`src/rtl/lcd_pkg.sv`:
```
// Shared LCD definitions: panel IDs, timing-set record, controller states
// and the ID-to-timing decode.
package lcd_pkg;

    localparam logic [15:0] ID_4342 = 16'h4342;
    localparam logic [15:0] ID_7084 = 16'h7084;
    localparam logic [15:0] ID_7016 = 16'h7016;
    localparam logic [15:0] ID_4384 = 16'h4384;
    localparam logic [15:0] ID_1018 = 16'h1018;

    typedef struct packed {
        logic [10:0] h_sync;
        logic [10:0] h_back;
        logic [10:0] h_disp;
        logic [10:0] h_total;
        logic [10:0] v_sync;
        logic [10:0] v_back;
        logic [10:0] v_disp;
        logic [10:0] v_total;
    } lcd_tset_t;

    typedef enum logic [1:0] {
        ST_RELEASE,
        ST_WAIT_ID,
        ST_RUN,
        ST_UNSUPP
    } lcd_state_t;

    // Unknown IDs decode to an all-zero set; lcd_id_known() gates its use.
    function automatic lcd_tset_t lcd_timing(input logic [15:0] id);
        lcd_tset_t t;
        t = '0;
        case (id)
            ID_4342:          t = '{11'd41,  11'd2,   11'd480,  11'd525,  11'd10, 11'd2,  11'd272, 11'd286};
            ID_7084, ID_4384: t = '{11'd128, 11'd88,  11'd800,  11'd1056, 11'd2,  11'd33, 11'd480, 11'd525};
            ID_7016:          t = '{11'd20,  11'd140, 11'd1024, 11'd1344, 11'd3,  11'd20, 11'd600, 11'd635};
            ID_1018:          t = '{11'd10,  11'd80,  11'd1280, 11'd1440, 11'd3,  11'd10, 11'd800, 11'd823};
            default:          t = '0;
        endcase
        return t;
    endfunction

    function automatic logic lcd_id_known(input logic [15:0] id);
        return (id == ID_4342) || (id == ID_7084) || (id == ID_7016) ||
               (id == ID_4384) || (id == ID_1018);
    endfunction

endpackage

```
`src/rtl/lcd_timing_gen_if.sv`:
```
// Panel-ID and pixel-fetch signals between the timing generator (master)
// and the ID reader / frame-buffer read logic (slave).
interface lcd_timing_gen_if;
    logic [15:0] lcd_id;
    logic        id_valid;
    logic        data_req;
    logic [10:0] pixel_xpos;
    logic [10:0] pixel_ypos;
    logic [15:0] pixel_data;

    modport master (input lcd_id, id_valid, pixel_data,
                    output data_req, pixel_xpos, pixel_ypos);
    modport slave  (output lcd_id, id_valid, pixel_data,
                    input data_req, pixel_xpos, pixel_ypos);
endinterface

```
`src/rtl/lcd_raster_cnt.sv`:
```
// Horizontal/vertical raster counters with active-region and sync decodes.
// Counters sit at zero while en is low, so the first enabled cycle is (0,0).
module lcd_raster_cnt
    import lcd_pkg::*;
(
    input  logic        clk,
    input  logic        rst,
    input  logic        en,
    input  lcd_tset_t   tset,
    output logic        data_req,
    output logic [10:0] xpos,
    output logic [10:0] ypos,
    output logic        de,
    output logic        hs,
    output logic        vs
);
    logic [10:0] h_cnt, v_cnt;
    logic [10:0] h_start, v_start;
    logic        h_act, v_act;

    assign h_start = tset.h_sync + tset.h_back;
    assign v_start = tset.v_sync + tset.v_back;
    assign h_act   = (h_cnt >= h_start) && (h_cnt < h_start + tset.h_disp);
    assign v_act   = (v_cnt >= v_start) && (v_cnt < v_start + tset.v_disp);

    assign data_req = en && h_act && v_act;
    assign xpos     = data_req ? h_cnt - h_start : 11'd0;
    assign ypos     = data_req ? v_cnt - v_start : 11'd0;

    always_ff @(posedge clk) begin
        if (rst || !en) begin
            h_cnt <= '0;
            v_cnt <= '0;
        end else if (h_cnt == tset.h_total - 11'd1) begin
            h_cnt <= '0;
            v_cnt <= (v_cnt == tset.v_total - 11'd1) ? 11'd0 : v_cnt + 11'd1;
        end else begin
            h_cnt <= h_cnt + 11'd1;
        end
    end

    // Pin-side decodes are registered: they trail data_req by one cycle,
    // which gives the fetch logic its cycle to return pixel_data.
    always_ff @(posedge clk) begin
        if (rst) begin
            de <= 1'b0;
            hs <= 1'b1;
            vs <= 1'b1;
        end else begin
            de <= data_req;
            hs <= !(en && (h_cnt < tset.h_sync));
            vs <= !(en && (v_cnt < tset.v_sync));
        end
    end
endmodule

```
`src/rtl/lcd_timing_gen.sv`:
```
// RGB LCD timing generator: releases the bus for strap sampling, selects a
// timing set from the latched panel ID, then runs the raster.
module lcd_timing_gen
    import lcd_pkg::*;
#(
    parameter int STRAP_CYCLES = 16
) (
    input  logic              clk,
    input  logic              rst,
    lcd_timing_gen_if.master  pif,
    output logic [10:0]       h_disp,
    output logic [10:0]       v_disp,
    output logic [15:0]       lcd_rgb_o,
    output logic              lcd_rgb_oe,
    output logic              lcd_de,
    output logic              lcd_hs,
    output logic              lcd_vs,
    output logic              lcd_bl,
    output logic              lcd_rst,
    output logic              lcd_clk
);
    localparam int SC_W = $clog2(STRAP_CYCLES);

    lcd_state_t      state, state_nxt;
    logic [SC_W-1:0] strap_cnt;
    lcd_tset_t       tset;
    logic            run;

    always_ff @(posedge clk) begin
        if (rst) begin
            state     <= ST_RELEASE;
            strap_cnt <= '0;
            tset      <= '0;
        end else begin
            state <= state_nxt;
            if (state == ST_RELEASE)
                strap_cnt <= strap_cnt + 1'b1;
            // Latched once on the way into RUN; later lcd_id changes are ignored.
            if (state == ST_WAIT_ID && pif.id_valid)
                tset <= lcd_timing(pif.lcd_id);
        end
    end

    always_comb begin
        state_nxt = state;
        case (state)
            ST_RELEASE: if (strap_cnt == SC_W'(STRAP_CYCLES - 1)) state_nxt = ST_WAIT_ID;
            ST_WAIT_ID: if (pif.id_valid)
                            state_nxt = lcd_id_known(pif.lcd_id) ? ST_RUN : ST_UNSUPP;
            ST_RUN:     state_nxt = ST_RUN;
            ST_UNSUPP:  state_nxt = ST_UNSUPP;
            default:    state_nxt = ST_RELEASE;
        endcase
    end

    assign run = (state == ST_RUN);

    lcd_raster_cnt u_raster (
        .clk      (clk),
        .rst      (rst),
        .en       (run),
        .tset     (tset),
        .data_req (pif.data_req),
        .xpos     (pif.pixel_xpos),
        .ypos     (pif.pixel_ypos),
        .de       (lcd_de),
        .hs       (lcd_hs),
        .vs       (lcd_vs)
    );

    assign h_disp     = run ? tset.h_disp : 11'd0;
    assign v_disp     = run ? tset.v_disp : 11'd0;
    assign lcd_rgb_o  = lcd_de ? pif.pixel_data : 16'h0000;
    assign lcd_rgb_oe = run;
    assign lcd_bl     = run;
    assign lcd_rst    = run;
    assign lcd_clk    = clk;
endmodule

```
`src/flat_wrapper.sv`:
```
// flat-port wrapper written by rule: the top's interface ports become plain ports
module lcd_timing_gen_flat import lcd_pkg::*;
#(
    parameter int STRAP_CYCLES = 16
)
  (clk, rst, h_disp, v_disp, lcd_rgb_o, lcd_rgb_oe, lcd_de, lcd_hs, lcd_vs, lcd_bl, lcd_rst, lcd_clk, pif_lcd_id, pif_id_valid, pif_pixel_data, pif_data_req, pif_pixel_xpos, pif_pixel_ypos);
  lcd_timing_gen_if pif_i ();
  input  logic clk;
  input  logic rst;
  output logic [10:0] h_disp;
  output logic [10:0] v_disp;
  output logic [15:0] lcd_rgb_o;
  output logic lcd_rgb_oe;
  output logic lcd_de;
  output logic lcd_hs;
  output logic lcd_vs;
  output logic lcd_bl;
  output logic lcd_rst;
  output logic lcd_clk;
  input wire logic [$bits(pif_i.lcd_id)-1:0] pif_lcd_id;
  input wire logic [$bits(pif_i.id_valid)-1:0] pif_id_valid;
  input wire logic [$bits(pif_i.pixel_data)-1:0] pif_pixel_data;
  output wire logic [$bits(pif_i.data_req)-1:0] pif_data_req;
  output wire logic [$bits(pif_i.pixel_xpos)-1:0] pif_pixel_xpos;
  output wire logic [$bits(pif_i.pixel_ypos)-1:0] pif_pixel_ypos;
  assign pif_i.lcd_id = pif_lcd_id;
  assign pif_i.id_valid = pif_id_valid;
  assign pif_i.pixel_data = pif_pixel_data;
  assign pif_data_req = pif_i.data_req;
  assign pif_pixel_xpos = pif_i.pixel_xpos;
  assign pif_pixel_ypos = pif_i.pixel_ypos;
  lcd_timing_gen #(.STRAP_CYCLES(STRAP_CYCLES)) u_core (.clk(clk), .rst(rst), .pif(pif_i), .h_disp(h_disp), .v_disp(v_disp), .lcd_rgb_o(lcd_rgb_o), .lcd_rgb_oe(lcd_rgb_oe), .lcd_de(lcd_de), .lcd_hs(lcd_hs), .lcd_vs(lcd_vs), .lcd_bl(lcd_bl), .lcd_rst(lcd_rst), .lcd_clk(lcd_clk));
endmodule
```
`config.mk`:
```
export PLATFORM = sky130hd
export DESIGN_NAME = lcd_timing_gen_flat
export DESIGN_NICKNAME = d
export VERILOG_FILES = /design/src/rtl/lcd_pkg.sv /design/src/rtl/lcd_timing_gen_if.sv /design/src/rtl/lcd_raster_cnt.sv /design/src/rtl/lcd_timing_gen.sv /design/src/flat_wrapper.sv
export SDC_FILE = /design/constraint.sdc
export NUM_CORES = 1
export LEC_CHECK = 0
export ABC_AREA = 1
export CELL_PAD_IN_SITES_DETAIL_PLACEMENT = 0
export CELL_PAD_IN_SITES_GLOBAL_PLACEMENT = 1
export CORE_ASPECT_RATIO = 0.9
export CORE_MARGIN = 8
export CORE_UTILIZATION = 45
export CTS_CLUSTER_SIZE = 24
export DETAILED_ROUTE_END_ITERATION = 10
export DONT_BUFFER_PORTS = 1
export PLACE_DENSITY = 0.81
export SYNTH_ARGS = -nofsm -noshare
export SYNTH_HDL_FRONTEND = slang
export SYNTH_SLANG_ARGS = --single-unit
```
`constraint.sdc`:
```
create_clock -name clk -period 6.6 [get_ports clk]
set_input_delay 1.32 -clock clk [delete_from_list [all_inputs] [get_ports clk]]
set_output_delay 1.32 -clock clk [all_outputs]
set_load 0.02 [all_outputs]
```
Word-level counts from Yosys, hierarchy flattened
Cells that the tools add are included.
- output and inout port bits: 68
- flip-flop bits (word level): 119
- word-level logic and storage cells: 75
- add/subtract/negate cells: 11
- equal/unequal tests: 13
- order comparisons: 6
- reductions and logical operators: 19
- muxes and demuxes: 11
- operators with widths (operator ; count):
    85-bit one-hot mux with 4 select lines ; 1
    16-bit by 15-bit equality test with 1-bit output, second input constant ; 4
    11-bit two-way mux ; 5
    11-bit adder ; 4
    11-bit < comparator ; 4
    11-bit by 1-bit adder with 11-bit output, second input constant ; 2
    11-bit equality test ; 2
    11-bit greater-or-equal comparator ; 2
    11-bit by 1-bit subtractor with 11-bit output, second input constant ; 2
    11-bit subtractor ; 2
    16-bit by 13-bit equality test with 1-bit output, second input constant ; 1
    16-bit two-way mux ; 1
    2-bit one-hot mux with 4 select lines ; 1
    1-bit logical AND ; 7
    1-bit logical OR ; 5
    4-bit by 1-bit adder with 4-bit output, second input constant ; 1
    2-bit equality test, second input constant ; 2
    4-bit equality test, second input constant ; 1
    2-bit two-way mux ; 2
    2-bit != test, second input constant ; 2
    2-bit OR reduction ; 2
    1-bit zero test ; 3
    2-bit by 1-bit equality test with 1-bit output, second input constant ; 1
    2-bit zero test ; 1
    2 further kinds ; 2

Logic depth before layout (Yosys ltp)
Gate-level depths: netlist (run 1).
- depth in word-level cells: 8
- gate-level depth with buffers: 24
- mapped depth without buffers: 22

By module
From an unflattened synthesis (run 1), not the netlist that was laid out.
- cell total of the unflattened synthesis: 1185
- area, all modules: 7519.7 µm²
- by module, submodules not included (module ; area each (µm²) ; sequential area each (µm²) ; cells an instance ; instances):
    lcd_raster_cnt ; 6047.0 ; 500.5 ; 959 ; 1
    lcd_timing_gen ; 1472.7 ; 420.4 ; 226 ; 1

==> results of run 1 <==
[power by group through the flow]
stage,Sequential (mW),Combinational (mW),Clock [mW]
floorplan,0.286,0.0179,0.0177
global placement,0.287,0.0134,0
detailed placement,0.287,0.0139,0
CTS,0.280,0.0139,0.306
global route,0.280,0.0161,0.315
finish,0.280,0.0141,0.301
[metal layers]
| metal | vias to the layer above | global-route usage |
|---|---|---|
| met2 | 195 | 0.326 |
| met1 | 2501 | 0.276 |
| met4 | 0 | 0.0545 |
| met3 | 21 | 0.0393 |
| li1 | 2768 | - |
| met5 | - | 0 |
[cell type report]
type / instances / share of cell area
clock inverters: 2 / 0.00655
flip-flops and latches: 46 / 0.161
multi-input cells: 663 / 0.657
clock buffers: 6 / 0.0225
inverters: 127 / 0.0836
well taps: 156 / 0.0341
repair buffers: 27 / 0.0354
[cells in the mapped netlist, types with 3 or more instances]
cell	number
buf_4	19
nor4_1	3
buf_2	7
inv_1	120
nand3_1	72
dfxtp_1	46
clkbuf_1	4
ha_1	62
o211ai_1	3
o21ai_0	25
a31oi_1	9
nand3_2	4
xor2_1	28
nor2_1	113
inv_2	4
nor3_1	41
fa_1	6
nand2_1	203
a21oi_1	39
xnor2_1	13
nand4_1	9
[state kept, by name (all words and copies together) (netlist names)]
signal	cells
u_core.strap_cnt	4
u_core.state	2
u_core.tset	15
u_core.u_raster.vs	1
u_core.u_raster.v_cnt	11
u_core.u_raster.hs	1
u_core.u_raster.h_cnt	11
u_core.u_raster.de	1
[through the flow]
| step | utilization | power, mW |
|---|---|---|
| floorplan | - | 0.322 |
| global placement | 0.484 | 0.300 |
| detailed placement | 0.484 | 0.301 |
| CTS | 0.498 | 0.601 |
| global route | 0.499 | 0.611 |
| finish | 0.499 | 0.595 |
[repair_timing]
item,CTS,global route
buffers inserted,0,0
endpoints found under the setup margin,0,23
gates resized for setup,0,3
[worst max path at each step]
| stage | end | slack, ns | depth (start not counted) |
|---|---|---|---|
| floorplan | pif_pixel_ypos[1] | 1.26 | 22 |
| CTS | pif_pixel_xpos[9] | 0.30 | 22 |
| finish | pif_pixel_ypos[6] | 0.58 | 22 |
| detailed placement | pif_pixel_xpos[9] | 0.64 | 22 |
| global route | pif_pixel_ypos[6] | 0.02 | 22 |
| global placement | pif_pixel_ypos[10] | 0.89 | 22 |
[cell families after synthesis]
kind of cell / Yosys count / synth area share
compound gates: 87 / 0.0947
xor+xnor: 41 / 0.0673
flops: 46 / 0.172
buf+inv: 160 / 0.130
fa+ha+maj: 68 / 0.168
other cells: 1 / 0.000702
simple gates: 458 / 0.367
[worst reg2reg max path: cells and delay by family, from the launching register on]
| family | cells | cell delay (ns) |
|---|---|---|
| simple gates | 7 | 0.76 |
| xor+xnor | 2 | 0.38 |
| compound gates | 6 | 0.99 |
| fa+ha+maj | 3 | 1.01 |
| flops | 1 | 0.52 |
| buf+inv | 3 | 0.56 |
==> summary.txt, run 1 <==
Cells and area
  • Commonest non-fill, non-tap cell in the layout: nand2_1
  • Filler Cell Count: 1222
  • Share of cells above drive strength 1: 0.0631
  • Register area: 922 µm²
  • Multi-input logic area: 3760 µm²
  • Commonest cells after routing, fill and taps aside: nand2_1, inv_1, nor2_1, nand3_1, ha_1
  • Layout Area Growth over Synthesis: 7.34%
  • Design area: 5730 µm²
  • Fin nets: 973
  • Non-filler cells, final: 1027
  • # diodes: 0

Floorplan
  • Die width: 131 µm
  • Starting Density: 0.465
  • Die area: 15600 µm²
  • Core Area: 11500 µm²
  • Num ports: 103
  • Row cnt: 37
  • Vert. Die Dim: 119 µm

Logic synthesis
  • Yosys reg bits: 46
  • Ys Warns: 0
  • Synth area leader: dfxtp_1
  • Cell count after synthesis: 861
  • Syn avg cell area: 6.20 µm²
  • Seq/Total Area, Yosys: 0.172
  • Top cell type's share of synthesized area: 0.172
  • Main synth FF type: dfxtp_1
  • Dominant cells by area after synthesis: dfxtp_1, ha_1, nand2_1, inv_1, nor2_1
  • Synth unique cells: 44
  • EDFF count, synth: 0
  • Syn Std Cell Area: 5340 µm²
  • Post-synth ARST share: 0

Detailed routing
  • Drt total wl: 16000 µm
  • Antenna-violating nets left: 0
  • DR DRC count: 0
  • Via/cell ratio: 5.34
  • Routed WL per cell: 15.6 µm
  • Initial DRC count: 388
  • Met2 WL post-DR: 6880 µm
  • DR pass1 iterations: 5
  • Routed wl met3: 1290 µm
  • Top layer in use: met4
  • Vias: 5485
  • Met1 wire length: 7600 µm

CTS
  • CTS tree: built
  • Clock Sinks: 46
  • Post-cts hold buffer count: 0
  • Inserted Clock Buffers: 5
  • CTS clk-pin slew, worst paths: 0.07 ns
  • Clock root cell: clkbuf_16
  • H-tree depth: 2
  • Skew-Pair Late Insertion Delay: 0.30 ns
  • Max Root-Sink Buffers: 2

Power and ir drop
  • Net Sw Frac: 0.224
  • Pint: 0.462 mW
  • P_leak: 2.94 nW
  • Sequential Power Share: 0.471
  • Clock network power share: 0.506
  • Cell Pwr Density: 104 nW/µm²
  • Comb pwr share: 0.024
  • Worst vdd ir: 0.0773 mV
  • Psw: 0.133 mW

Setup path
  • CP max stage delay: 0.52 ns
  • Crit path from: u_core.tset[49]$_SDFFE_PP0P_
  • Reg2reg path depth: 21
  • Arrival time worst endpoint: 4.70 ns
  • CP top delay family: adder cells
  • Critical path, cell by cell: inv_1, ha_1, nand2_1, nor2_1, a211oi_2, nor2_1, xnor2_1, inv_1, ha_1, a21oi_1, nand2_1, nand2_1, a21oi_1, xor2_1, ha_1, a21oi_1, o21ai_0, a211oi_1, nand3_2, buf_4, nor3_1, buf_4
  • Worst R2R Start: u_core.tset[49]$_SDFFE_PP0P_
  • Kind of critical path: flip-flop to primary output
  • Startpoint types: flip-flop
  • Worst r2r dst: u_core.u_raster.de$_SDFF_PP0_
  • R2r setup slk: 2.29 ns
  • Critical Path Fanout Max: 16
  • CP endpoint kind: primary output
  • Bufs and invs on worst path: 4
  • CP required: 5.28 ns
  • Slowest CP cell: dfxtp_1

GRT
  • Largest net degree at the start of global routing: 25
  • First-pass GRT wire length: 25700 µm
  • Vias in the first global route: 5238
  • Total grt overflow: 0
  • Antenna violations before repair: 0
  • All-layer global routing usage: 0.205

STA
  • Setup violators final: 0
  • Final worst slack: 0.579 ns
  • Fmax: 166 MHz
  • Pins Over Slew Limit: 0
  • Period minus WS final: 6.02 ns
  • Hold Vio Cnt, Final: 0
  • Setup_tns: 0 ns
  • Slew @ Worst Pin: 0.816 ns
  • Worst hold slack: 0.485 ns
  • Final cycle utilization of the critical path: 0.912
  • Worst Clk Skew: 0.00499 ns
  • Slew headroom: 0.454
  • RSZ-0062 raised after global routing: false

Placed design
  • Area after DPL: 5550 µm²
  • Placed cell count: 1019
  • Placement Setup Slack: 0.638 ns
  • PortBufs: 0
  • HPWL Detailed: 13100 µm
  • Gpl congestion: 0.913

Job
  • Max Cap Viol: 0

Run status
  • Run status: finished clean

Hold path
  • Hold Path Cell Cnt: 1
  • Worst Hold End: u_core.u_raster.h_cnt[0]$_SDFF_PP0_
  • Worst hold path type: flip-flop to flip-flop
  • Hold_sp: u_core.u_raster.h_cnt[0]$_SDFF_PP0_
Note: power is estimated with default switching activity, not from simulation.
==> inputs of run 2 (changes only) <==
Settings changed: CORE_MARGIN 8 to not set.
==> run 2 against run 1 <==
- worst hold slack better by 0.0082 ns
- worst setup slack worse by 0.060 ns
- sequential cell count stayed put
- critical path type unchanged
- routed wire length shrank 5.5%
==> summary.txt, run 2 (synthesis gave the netlist of run 1 again) <==
CTS
  • Post-CTS setup buffer count: 0 (unchanged)
  • PostCTS Resize Cnt: 0 (unchanged)
  • Clock root cell: clkbuf_16
  • Max Root-Sink Buffers: 2 (unchanged)
  • H-tree depth: 2 (unchanged)
  • Skew-Pair Late Insertion Delay: 0.30 ns (about the same)
  • Clock Sinks: 46 (unchanged)
  • CTS tree: built
  • Inserted Clock Buffers: 5 (unchanged)
  • CTS clk-pin slew, worst paths: 0.07 ns (about the same)
  • Post-cts hold buffer count: 0 (unchanged)

Cells and area
  • Layout Area Growth over Synthesis: 6.89%
  • Biggest register: u_core.tset
  • Commonest non-fill, non-tap cell in the layout: nand2_1
  • Commonest cells after routing, fill and taps aside: nand2_1, inv_1, nor2_1, nand3_1, ha_1
  • Non-filler cells, final: 1028 (+0.097%)
  • Share of cells above drive strength 1: 0.0619 (-0.00122)
  • Multi-input logic area: 3750 µm² (-0.27%)
  • Filler Cell Count: 1217 (-0.41%)
  • Register area: 921 µm² (-0.14%)
  • # diodes: 0 (unchanged)
  • Number of flip-flops under the largest register name: 15 (unchanged)
  • Top flop regs: u_core.tset: 15 flops, u_core.u_raster.h_cnt: 11 flops, u_core.u_raster.v_cnt: 11 flops
  • Fin nets: 974 (+0.10%)

Setup path
  • Slowest CP cell: dfxtp_1
  • Arrival time worst endpoint: 4.76 ns (+0.06 ns)
  • Kind of critical path: flip-flop to primary output
  • CP max stage delay: 0.53 ns (about the same)
  • Startpoint types: flip-flop
  • Bufs and invs on worst path: 4 (unchanged)
  • CP required: 5.28 ns (about the same)
  • CP endpoint kind: primary output
  • Critical path, cell by cell: inv_1, ha_1, nand2_1, nor2_1, a211oi_1, nor2_1, xnor2_1, inv_1, ha_1, a21oi_1, nand2_1, nand2_1, a21oi_1, xor2_1, ha_1, a21oi_1, o21ai_0, a211oi_1, nand3_1, buf_4, nor3_1, buf_4
  • Critical Path Fanout Max: 17 (+1)
  • CP top delay family: adder cells

GRT
  • Met1 Track Usage GR: 0.378 (+0.101)
  • All-layer global routing usage: 0.261 (+0.0564)
  • Largest net degree at the start of global routing: 25 (unchanged)
  • Antenna violations before repair: 0 (unchanged)
  • Global routing usage on met3: 0.0322 (-0.00705)
  • Vias in the first global route: 5064 (-3.3%)
  • First-pass GRT wire length: 25000 µm (-2.8%)
  • Total grt overflow: 0 (unchanged)
  • GR peak layer: met2
  • Global Route met2 Usage: 0.405 (+0.0792)

Detailed routing
  • Via/cell ratio: 5.28 (-1.2%)
  • Vias: 5425 (-1.1%)
  • Drt total wl: 15100 µm (-5.5%)
  • DR DRC count: 0 (unchanged)
  • Routed WL per cell: 14.7 µm (-5.6%)
  • DR pass1 iterations: 5 (unchanged)
  • Initial DRC count: 439 (+13%)
  • Antenna-violating nets left: 0 (unchanged)

STA
  • Slew headroom: 0.473 (+0.0190)
  • Period minus WS final: 6.08 ns (+0.0598 ns)
  • Setup_tns: 0 ns (unchanged)
  • RSZ-0062 raised after global routing: false
  • Slew @ Worst Pin: 0.787 ns (-0.0284 ns)
  • Hold Vio Cnt, Final: 0 (unchanged)
  • Fmax: 164 MHz (-0.98%)
  • Worst Clk Skew: 0.00974 ns (+0.00475 ns)
  • Pins Over Slew Limit: 0 (unchanged)
  • Final cycle utilization of the critical path: 0.921 (+0.00905)
  • Setup violators final: 0 (unchanged)

Run status
  • Run status: finished clean

Power and ir drop
  • Psw: 0.135 mW (+1.2%)
  • Clock network power share: 0.473 (-0.033)
  • P_leak: 2.94 nW (-0.11%)
  • Comb pwr share: 0.025 (about the same)
  • Sequential Power Share: 0.502 (+0.031)
  • Pint: 0.424 mW (-8.3%)
  • Worst vdd ir: 0.0784 mV (+1.5%)
  • Cell Pwr Density: 97.8 nW/µm² (-5.8%)
  • Net Sw Frac: 0.241 (+0.0176)

Hold path
  • Worst hold path type: flip-flop to flip-flop

Floorplan
  • Core Area: 11500 µm² (unchanged)
  • Vert. Die Dim: 105 µm (-12%)
  • Die area: 12300 µm² (-21%)
  • Die width: 117 µm (-11%)
  • Starting Density: 0.465 (unchanged)
  • Num ports: 103 (unchanged)
  • Row cnt: 37 (unchanged)

Job
  • Max Cap Viol: 0 (unchanged)

Placed design
  • Gpl congestion: 0.916 (+0.23%)
  • PortBufs: 0 (unchanged)
  • HPWL Detailed: 12200 µm (-6.9%)
  • Placed cell count: 1020 (+0.098%)
## run 2: changes by cell type in the layout (fill, tap and decap cells not counted), sizes merged
cell	previous run	this run
clkbuf	6	5
clkinv	2	4
buf	27	28
bufinv	1	0
## run 2: final timing paths
check                                             end  depth (start not counted)  slack, ns                                 from
setup / recovery                    pif_pixel_ypos[3]                         22       0.52         u_core.tset[49]$_SDFFE_PP0P_
hold reg to reg   u_core.u_raster.h_cnt[0]$_SDFF_PP0_                          1       0.49  u_core.u_raster.h_cnt[0]$_SDFF_PP0_
hold / removal    u_core.u_raster.h_cnt[0]$_SDFF_PP0_                          1       0.49  u_core.u_raster.h_cnt[0]$_SDFF_PP0_
setup reg to reg        u_core.u_raster.de$_SDFF_PP0_                         21       2.28         u_core.tset[49]$_SDFFE_PP0P_
## run 2: metrics by stage
stage	area [µm²]	power (mW)	setup slack (ns)	util	hold slack (ns)
4_1_cts	5710	0.564	0.526	0.497	0.500
5_1_grt	5710	0.577	0.0533	0.497	0.527
6_report	5710	0.558	0.520	0.497	0.494
3_3_place_gp	5560	0.300	1.07	0.484	0.469
2_1_floorplan	5370	0.322	1.26	-	0.441
3_5_place_dp	5560	0.301	0.865	0.484	0.484
## run 2: power groups by stage
stage                     Clock (mW)  Combinational, mW  Sequential [mW]
after floorplan               0.0177             0.0179            0.286
after global placement             0             0.0134            0.287
after detailed placement           0             0.0139            0.287
after CTS                      0.270             0.0138            0.280
after global routing           0.280             0.0165            0.280
final                          0.264             0.0138            0.280
## run 2: cell type report
class / instances / area share
multi-input combinational: 663 / 0.658
inverter: 127 / 0.0840
tap: 156 / 0.0342
clock inverter: 3 / 0.00373
clock buffer: 5 / 0.0219
sequential: 46 / 0.161
timing repair buffer: 28 / 0.0368
## run 2: routing by layer
metal	part of all wire	vias to the layer above
met5	0	-
met4	0.018	0
met3	0.068	23
met2	0.43	203
met1	0.48	2434
li1	-	2765
==> inputs of run 3 (changes only) <==
Settings changed: CORE_ASPECT_RATIO 0.9 to 0.5.
==> run 3 against run 2 <==
- utilization grew 0.82 points
- cell area shrank 0.11%
- largest power group unchanged
- routed wire length shrank 0.91%
- combinational power is essentially flat
- via count shrank 2.0%
- critical path depth is the same
- worst setup slack lost 0.11 ns
- first-iteration DRC count shrank 26%
==> summary.txt, run 3 (synthesis gave the netlist of run 1 again) <==
Cells and area
  • Fin nets: 972 (-0.21%)
  • Non-filler cells, final: 1029 (+0.097%)
  • Core Util, Final: 0.505 (+0.00815)
  • Filler Cell Count: 1186 (-2.5%)
  • # diodes: 0 (unchanged)
  • Commonest non-fill, non-tap cell in the layout: nand2_1
  • Top flop regs: u_core.tset: 15 flops, u_core.u_raster.h_cnt: 11 flops, u_core.u_raster.v_cnt: 11 flops
  • Share of cells above drive strength 1: 0.0586 (-0.00331)
  • Layout Area Growth over Synthesis: 6.77%
  • Commonest cells after routing, fill and taps aside: nand2_1, inv_1, nor2_1, nand3_1, ha_1
  • Biggest register: u_core.tset
  • Number of flip-flops under the largest register name: 15 (unchanged)

Setup path
  • Bufs and invs on worst path: 4 (unchanged)
  • Stages on worst setup path: 22 (unchanged)
  • Startpoint types: flip-flop
  • Critical Path Fanout Max: 13 (-4)
  • Worst R2R Start: u_core.tset[49]$_SDFFE_PP0P_
  • Kind of critical path: flip-flop to primary output
  • Reg2reg path depth: 21 (unchanged)
  • CP required: 5.28 ns (about the same)
  • Arrival time worst endpoint: 4.87 ns (+0.11 ns)
  • Critical path, cell by cell: inv_1, ha_1, nand2_1, nor2_1, a211oi_1, nor2_1, xnor2_1, inv_1, ha_1, a21oi_1, nand2_1, nand2_1, a21oi_1, xor2_1, ha_1, a21oi_1, o21ai_0, a211oi_1, nand3_1, buf_4, nor3_1, buf_4
  • CP max stage delay: 0.49 ns (-0.04 ns)
  • CP endpoint kind: primary output
  • Crit path from: u_core.tset[49]$_SDFFE_PP0P_
  • CP top delay family: adder cells
  • Slowest CP cell: dfxtp_1

GRT
  • Antenna violations before repair: 0 (unchanged)
  • First-pass GRT wire length: 24500 µm (-1.8%)
  • All-layer global routing usage: 0.256 (-0.00515)
  • Vias in the first global route: 4975 (-1.8%)
  • Largest net degree at the start of global routing: 25 (unchanged)
  • Total grt overflow: 0 (unchanged)

Detailed routing
  • Via/cell ratio: 5.17 (-2.1%)
  • Routed WL per cell: 14.6 µm (-1.0%)
  • Vias: 5316 (-2.0%)
  • DR pass1 iterations: 5 (unchanged)
  • Initial DRC count: 327 (-26%)
  • Antenna-violating nets left: 0 (unchanged)
  • DR DRC count: 0 (unchanged)
  • Drt total wl: 15000 µm (-0.91%)

STA
  • Period minus WS final: 6.19 ns (+0.107 ns)
  • Setup violators final: 0 (unchanged)
  • Setup_tns: 0 ns (unchanged)
  • Final cycle utilization of the critical path: 0.938 (+0.0162)
  • Final worst slack: 0.412 ns (-0.107 ns)
  • Pins Over Slew Limit: 0 (unchanged)
  • Fmax: 162 MHz (-1.7%)
  • Slew headroom: 0.511 (+0.0377)
  • Worst hold slack: 0.490 ns (-0.00343 ns)
  • Worst Clk Skew: 0.00793 ns (-0.00180 ns)
  • RSZ-0062 raised after global routing: false
  • Hold Vio Cnt, Final: 0 (unchanged)
  • Slew @ Worst Pin: 0.731 ns (-0.0563 ns)

Hold path
  • Hold Path Cell Cnt: 1 (unchanged)
  • Hold_sp: u_core.u_raster.h_cnt[0]$_SDFF_PP0_
  • Worst hold path type: flip-flop to flip-flop

CTS
  • CTS clk-pin slew, worst paths: 0.07 ns (about the same)
  • Inserted Clock Buffers: 5 (unchanged)
  • Skew-Pair Late Insertion Delay: 0.30 ns (about the same)
  • PostCTS Resize Cnt: 0 (unchanged)
  • CTS tree: built
  • H-tree depth: 2 (unchanged)
  • Clock Sinks: 46 (unchanged)
  • Max Root-Sink Buffers: 2 (unchanged)
  • Post-CTS setup buffer count: 0 (unchanged)
  • Post-cts hold buffer count: 0 (unchanged)
  • Clock root cell: clkbuf_16

Floorplan
  • Core Area: 11300 µm² (-1.7%)
  • Die area: 12300 µm² (+0.21%)
  • Vert. Die Dim: 79.0 µm (-25%)
  • Die width: 156 µm (+34%)
  • Starting Density: 0.473 (+0.00815)
  • Num ports: 103 (unchanged)
  • Row cnt: 27 (-27%)

Power and ir drop
  • P_leak: 2.94 nW (-0.21%)
  • Worst vdd ir: 0.0901 mV (+15%)
  • Cell Pwr Density: 99.7 nW/µm² (+1.9%)

Placed design
  • PortBufs: 0 (unchanged)
  • Placement Setup Slack: 0.749 ns (-0.116 ns)
  • HPWL Detailed: 12200 µm (+0.15%)
  • Gpl congestion: 0.867 (-5.3%)
  • Placed cell count: 1021 (+0.098%)

Run status
  • Run status: finished clean

Job
  • Max Cap Viol: 0 (unchanged)
-- run 3: worst paths after layout --
path | to | slack [ns]
setup / recovery | pif_pixel_ypos[2] | 0.41
hold / removal | u_core.u_raster.h_cnt[0]$_SDFF_PP0_ | 0.49
setup reg to reg | u_core.u_raster.de$_SDFF_PP0_ | 2.21
hold reg to reg | u_core.u_raster.h_cnt[0]$_SDFF_PP0_ | 0.49
-- run 3: per-layer routing --
| layer | up-vias | track usage | wire, µm |
|---|---|---|---|
| met4 | 0 | 0.0578 | 172 |
| met5 | - | 0 | 0 |
| li1 | 2766 | - | - |
| met2 | 134 | 0.444 | 6780 |
| met1 | 2400 | 0.342 | 7300 |
| met3 | 16 | 0.0295 | 746 |
-- run 3: cell type report --
type                            count  area, µm²  share of cell area
Clock buffer                        7        143              0.0250
Tap cell                          159        199              0.0349
Multi-Input combinational cell    663       3750               0.659
Timing Repair Buffer               26        195              0.0342
Inverter                          127        479              0.0841
Sequential cell                    46        921               0.162
Clock inverter                      1       8.76             0.00154
-- run 3: where the power goes --
group / total (mW) / internal [mW] / switching, mW
sequential: 0.280 / 0.279 / 0.00121
clock: 0.274 / 0.153 / 0.121
combinational: 0.0139 / 0.00397 / 0.00993
total: 0.568 / 0.436 / 0.133
-- run 3: per-stage QoR --
| step | total power, mW | instance area, µm² |
|---|---|---|
| global placement | 0.300 | 5550 |
| finish | 0.568 | 5700 |
| detailed placement | 0.301 | 5550 |
| floorplan | 0.322 | 5370 |
| CTS | 0.574 | 5700 |
| global route | 0.587 | 5700 |
